File: config.mk
export PLATFORM = sky130hd
export DESIGN_NAME = fe_stage
export DESIGN_NICKNAME = d
export VERILOG_FILES = /design/src/rtl/fe_stage.sv
export SDC_FILE = /design/constraint.sdc
export NUM_CORES = 1
export LEC_CHECK = 0
export ABC_AREA = 1
export CAP_MARGIN = 20
export CELL_PAD_IN_SITES_DETAIL_PLACEMENT = 1
export CELL_PAD_IN_SITES_GLOBAL_PLACEMENT = 1
export CORE_ASPECT_RATIO = 0.9
export CORE_MARGIN = 8
export CORE_UTILIZATION = 36
export CTS_CLUSTER_SIZE = 16
export DETAILED_ROUTE_END_ITERATION = 7
export PLACE_DENSITY = 0.95
export SYNTH_ARGS = -nofsm -noshare
export SYNTH_HDL_FRONTEND = slang
export SYNTH_SLANG_ARGS = --single-unit
File: constraint.sdc
create_clock -name clk -period 2.7 [get_ports clk]
set_input_delay 0.54 -clock clk [delete_from_list [all_inputs] [get_ports clk]]
set_output_delay 0.54 -clock clk [all_outputs]
set_load 0.02 [all_outputs]
File: src/rtl/fe_stage.sv
// fe_stage: instruction fetch stage.
//   Holds the PC, a running fetched-instruction count and the FE->DE latch.
//   The fetch is a combinational read of imem at imem_addr. The result is
//   registered into the FE latch one cycle later.
//   Redirects from AGEX insert a bubble and take priority over decode stalls.
// Optional feature macro: FE_BTB_EN
//   When defined, a 16-entry direct-mapped BTB supplies next_pc on a hit.
//   When undefined, next_pc is always PC+4 and no BTB storage exists.
module fe_stage #(
    parameter int               DBITS    = 32,
    parameter int               INSTBITS = 32,
    parameter logic [DBITS-1:0] STARTPC  = 32'h0000_0000
) (
    input  logic                          clk,
    input  logic                          reset,
    input  logic                          from_DE_to_FE,
    input  logic [3*DBITS+1:0]            from_AGEX_to_FE,
    output logic [DBITS-3:0]              imem_addr,
    input  logic [INSTBITS-1:0]           imem_rdata,
    output logic [INSTBITS+3*DBITS:0]     FE_latch_out
);

    localparam int AGEX_W = 3*DBITS + 2;
    localparam int TAG_W  = DBITS - 6;

    // AGEX bus fields: {redirect, redirect_pc, btb_wr, btb_pc, btb_target}
    logic             redirect;
    logic [DBITS-1:0] redirect_pc;
    logic             btb_wr;
    logic [DBITS-1:0] btb_pc;
    logic [DBITS-1:0] btb_target;

    assign redirect    = from_AGEX_to_FE[AGEX_W-1];
    assign redirect_pc = from_AGEX_to_FE[AGEX_W-2 -: DBITS];
    assign btb_wr      = from_AGEX_to_FE[2*DBITS];
    assign btb_pc      = from_AGEX_to_FE[2*DBITS-1 -: DBITS];
    assign btb_target  = from_AGEX_to_FE[DBITS-1:0];

    // Fetch-side state: PC and instruction count feed the latch.
    logic [DBITS-1:0]    pc_p0;
    logic [DBITS-1:0]    cnt_p0;
    logic [DBITS-1:0]    pc_plus4_p0;
    logic [DBITS-1:0]    next_pc_p0;
    logic [DBITS-1:0]    redirect_tgt_p0;

    // FE latch fields
    logic                vld_p1;
    logic [INSTBITS-1:0] inst_p1;
    logic [DBITS-1:0]    pc_p1;
    logic [DBITS-1:0]    pcplus_p1;
    logic [DBITS-1:0]    cnt_p1;

    // Sequential PC increment; carries out of the top bit are dropped so the
    // PC wraps naturally.
    function automatic logic [DBITS-1:0] pc_inc(input logic [DBITS-1:0] pc);
        return pc + {{(DBITS-3){1'b0}}, 3'b100};
    endfunction

    // Instruction counter increment, wrapping silently.
    function automatic logic [DBITS-1:0] cnt_inc(input logic [DBITS-1:0] c);
        return c + {{(DBITS-1){1'b0}}, 1'b1};
    endfunction

    assign pc_plus4_p0     = pc_inc(pc_p0);
    assign redirect_tgt_p0 = {redirect_pc[DBITS-1:2], 2'b00};
    assign imem_addr       = pc_p0[DBITS-1:2];

`ifdef FE_BTB_EN
    // BTB storage: valid bits are control and are reset; tags and targets
    // are only meaningful behind a valid bit, so they carry no reset.
    logic [15:0]      btb_vld;
    logic [TAG_W-1:0] btb_tag [16];
    logic [DBITS-1:0] btb_tgt [16];

    logic [3:0]       lkp_idx;
    logic [3:0]       wr_idx;
    logic             btb_hit;

    assign lkp_idx = pc_p0[5:2];
    assign wr_idx  = btb_pc[5:2];

    // Lookup reads the current array contents, so a write in the same cycle
    // only becomes visible from the next cycle on.
    assign btb_hit    = btb_vld[lkp_idx] && (btb_tag[lkp_idx] == pc_p0[DBITS-1:6]);
    assign next_pc_p0 = btb_hit ? btb_tgt[lkp_idx] : pc_plus4_p0;

    // Valid bits: cleared on reset, set by any AGEX write regardless of stall
    // or redirect.
    always_ff @(posedge clk or negedge reset) begin
        if (!reset) begin
            btb_vld <= '0;
        end else if (btb_wr) begin
            btb_vld[wr_idx] <= 1'b1;
        end
    end

    // Tag and target payload written alongside the valid bit.
    always_ff @(posedge clk) begin
        if (btb_wr) begin
            btb_tag[wr_idx] <= btb_pc[DBITS-1:6];
            btb_tgt[wr_idx] <= btb_target;
        end
    end

    logic unused_bits;
    assign unused_bits = ^{redirect_pc[1:0], btb_pc[1:0]};
`else
    assign next_pc_p0 = pc_plus4_p0;

    logic unused_bits;
    assign unused_bits = ^{redirect_pc[1:0], btb_wr, btb_pc, btb_target};
`endif

    // PC / count / FE latch update: redirect beats stall, stall holds all.
    always_ff @(posedge clk or negedge reset) begin
        if (!reset) begin
            pc_p0     <= STARTPC;
            cnt_p0    <= '0;
            vld_p1    <= 1'b0;
            inst_p1   <= '0;
            pc_p1     <= '0;
            pcplus_p1 <= '0;
            cnt_p1    <= '0;
        end else if (redirect) begin
            // Bubble into decode; the count is not charged for it.
            pc_p0     <= redirect_tgt_p0;
            vld_p1    <= 1'b0;
            inst_p1   <= '0;
            pc_p1     <= '0;
            pcplus_p1 <= '0;
            cnt_p1    <= '0;
        end else if (!from_DE_to_FE) begin
            // ---- stage boundary: imem read at pc_p0 -> FE latch ----
            pc_p0     <= next_pc_p0;
            cnt_p0    <= cnt_inc(cnt_p0);
            vld_p1    <= 1'b1;
            inst_p1   <= imem_rdata;
            pc_p1     <= pc_p0;
            pcplus_p1 <= pc_plus4_p0;
            cnt_p1    <= cnt_p0;
        end
    end

    assign FE_latch_out = {vld_p1, inst_p1, pc_p1, pcplus_p1, cnt_p1};

endmodule

==> implementation parameters <==
Parameter                              Value

Yosys
  Summed instance area of the synthesized netlist ... around 0.0083 mm2
  Dominant register cell in the synthesized netlist ... dfrtp_1
  FFs w/ async S/R, synth ... between 90% and 100%
  Net count after synthesis ... about 1,100
  Number of unique standard cell types used by synthesis ... 29
  Register bit total from synthesis ... around 190
  Instance count of the mapped netlist ... approximately 960
  Avg Synthesized Cell Area ... 8.72 um2
  Share of synthesized area occupied by flip-flops and latches ... 56.4%
  Number of enable flip-flop cells after synthesis ... 0
  Count of yosys warnings during synthesis ... 0

Critical path
  Start of the worst register-to-register path ... pc_p0[3]
  Delay contributed by the slowest stage of the critical path ... around 0.7 ns
  Worst path cell trace ... clkdlybuf4s50_1
  Crit path required time ... 2.16 ns
  WP data arrival ... between 1.5 and 2 ns
  Worst path top cell family by delay ... buffers and inverters
  Startpoint class of the critical path ... flop
  WP buf/inv ... 1
  Biggest fanout along the worst timing path ... 5
  Worst Setup SP ... pc_p0[26]
  Setup CP Type ... flop to output port
  Cell with the largest stage delay on the worst path ... clkdlybuf4s50_1
  Capturing element type of the critical path ... output port

Power and ir drop
  Leakage ... 0.00537 uW
  Max rail drop VDD ... between 0.0003 and 0.0004 V
  Comb power frac ... roughly 18%
  Power density over the cells ... around 630 mW/mm2
  Cell Int Power ... between 5000 and 6000 uW
  Sequential power share ... between 40 and 50%
  Switching power summed over all nets ... between 2000 and 2500 uW
  Clk network pwr share ... 37.3%
  Switching share of total power ... between 20% and 30%

Global route
  Number of global-route vias before repair ... a little over 8,000
  Remaining Overflow, GRT ... 0
  First-pass GRT wire length ... between 40 and 50 mm
  Antenna violations before repair ... 2
  Largest net degree at the start of global routing ... 85
  Global Route Usage Sum ... 20.8%

Worst hold path
  Class of the most critical hold timing path ... input port to async pin

Status
  Run status ... complete, no violations

Clock tree
  Buffers from clock root to sink, at most ... 2
  Worst-Skew Late Latency ... 0.43 ns
  Total CTS buffers ... 17
  Clk sinks ... 188
  Clock tree from TritonCTS ... built
  Reg clk slew, reported paths ... approximately 0.070 ns
  Number of buffers added to fix hold violations after cts ... 0
  PostCTS Resize Cnt ... 0
  CTS HTree Levels ... 4
  CTS root buffer ... clkbuf_16
  Post-CTS Setup Repair Bufs ... 0

Placed design
  DP Wirelength ... between 20 and 25 mm
  Weighted congestion reported at the end of routability-driven placement ... approximately 0.86
  Port bufs ... 224

STA
  Total negative setup slack ... 0 ns
  Worst hold-check slack ... about 0.038 ns
  Post-layout min period ... between 2 and 2.5 ns
  Total count of hold-check failures in the final report ... 0
  Slew Viols, Final ... 0
  Tightest slew margin relative to the limit ... between 60% and 70%
  Fin Clk Skew ... around 0.017 ns
  Post-route fraction of the period consumed by the critical path ... 78.9%
  Unrepaired setup endpoints after global routing ... no
  Final setup violation count ... 0
  Actual transition at the worst max-transition pin ... between 0.5 and 0.6 ns
  Fmax ... approximately 470 MHz

Floorplan
  Vertical die dimension ... 160 um
  Area enclosed by the die boundary ... between 0.02 and 0.03 mm2
  FP Rows ... 53
  Core outline area ... 0.0231 mm2
  Boundary pin count ... roughly 290
  Effective utilization at floorplan ... around 36%
  Width of the die ... about 180 um

Finish
  Number of filler cells placed in the layout ... between 2,000 and 3,000
  Area delta synth->final ... 38.4%
  Layout cells sized above 1 ... just over 6%
  Net count of the finished layout ... about 1,300

Detailed routing
  Total length of routed wires ... between 20 and 30 mm
  Number of DRC markers in iteration 0 ... roughly 450
  Drt pass-1 iters ... 4
  Via count ... roughly 7,500
  Detail Route Antenna Nets ... 0
  WL per Instance ... approximately 20 um
  Average via count per standard cell ... approximately 5.1
  Count of unresolved DRC violations after routing ... 0

Flow run
  Max-cap violations ... 0
final cells by class:
type,instances,area (um2),area share (%)
flip-flops and latches,188,4700,40.7
multi-input cells,637,3090,26.8
diodes,2,5.00,0.0433
inverters,94,353,3.06
clock inverters,13,186,1.61
well taps,302,378,3.27
repair buffers,236,2400,20.8
clock buffers,19,433,3.75
path summary, 6_finish.rpt:
kind | to | slack, ns | depth (start not counted)
min in group clk | cnt_p1[3] | 0.47 | 2
worst max-delay path | imem_addr[24] | 0.57 | 1
max in group asynchronous | pcplus_p1[13] | 1.80 | 2
worst max register to register | pcplus_p1[26] | 0.77 | 8
worst min-delay path | pc_p1[13] | 0.04 | 1
worst min register to register | cnt_p1[3] | 0.47 | 2
power by group through the flow:
stage	Combinational [uW]	Clock, uW	Sequential, uW
floorplan	399	0	3450
finish	1280	2700	3250
CTS	1300	2760	3250
detailed placement	1290	0	3300
global placement	1240	0	3270
global route	1380	2870	3280
cell usage in the layout, fill, tap and decap left out, types with 5 or more instances in the layout:
| cell type | instances |
|---|---|
| inv_1 | 91 |
| buf_4 | 7 |
| nand2_1 | 314 |
| xor2_1 | 16 |
| o21ai_0 | 76 |
| dfrtp_1 | 188 |
| clkbuf_16 | 17 |
| clkdlybuf4s50_1 | 223 |
| a22o_1 | 43 |
| nor2_2 | 15 |
| o211ai_1 | 7 |
| nand3_1 | 61 |
| nand4_1 | 9 |
| nor2_1 | 63 |
| buf_12 | 5 |
| a21oi_1 | 6 |
kinds of logic (layout without fill, tap and decap cells):
| kind of cell | count (synthesis) | in the layout | synth area share, % |
|---|---|---|---|
| and+or+nand+nor | 482 | 482 | 24.4 |
| adders and majority gates | 2 | 2 | 0.300 |
| other | 0 | 2 | 0 |
| DFF | 188 | 188 | 56.4 |
| buffers and inverters | 132 | 362 | 6.63 |
| AOI/OAI and AO/OA | 133 | 133 | 10.2 |
| xor gates and xnor gates | 20 | 20 | 2.10 |
metrics by stage:
stage	instances	utilization, %	setup WS (ns)	area, um2	total power [uW]
6_report	1491	50.0	0.571	11500	7220
5_1_grt	1491	50.0	0.496	11500	7520
4_1_cts	1489	50.0	0.545	11500	7300
3_5_place_dp	1457	47.3	0.302	10900	4590
3_3_place_gp	1457	47.3	0.386	10900	4520
2_1_floorplan	957	-	1.10	8340	3850
state kept, by name, indices dropped and copies added (netlist names):
signal	count
pc_p0	30
inst_p1	32
pcplus_p1	30
cnt_p0	32
vld_p1	1
pc_p1	31
cnt_p1	32
synth_stat cells, types with 2 or more instances:
library cell	number	area, um2
nand2_1	314	1180
dfrtp_1	188	4700
inv_1	91	342
o21ai_0	76	380
nor2_1	63	236
nand3_1	61	305
a22o_1	43	377
buf_2	16	80.1
nor2_2	16	100
xor2_1	16	140
clkbuf_1	15	56.3
nand4_1	9	56.3
o211ai_1	7	52.6
a21oi_1	6	30.0
and2_1	4	25.0
buf_4	4	30.0
nand2_2	4	25.0
nor3_1	4	20.0
xnor2_1	4	35.0
buf_6	3	33.8
inv_2	3	11.3
ha_1	2	25.0
nor2_4	2	22.5
per-layer routing:
layer | GRT usage (%) | part of all wire, % | wire length [um] | vias to the layer above
li1 | - | - | - | 3490
met4 | 5.61 | 1.5 | 445 | 0
met3 | 4.32 | 6.2 | 1820 | 25
met5 | 0 | 0 | 0 | -
met1 | 27.0 | 44 | 12800 | 3809
met2 | 34.8 | 49 | 14200 | 217
Power figures use the tool's default switching activity.
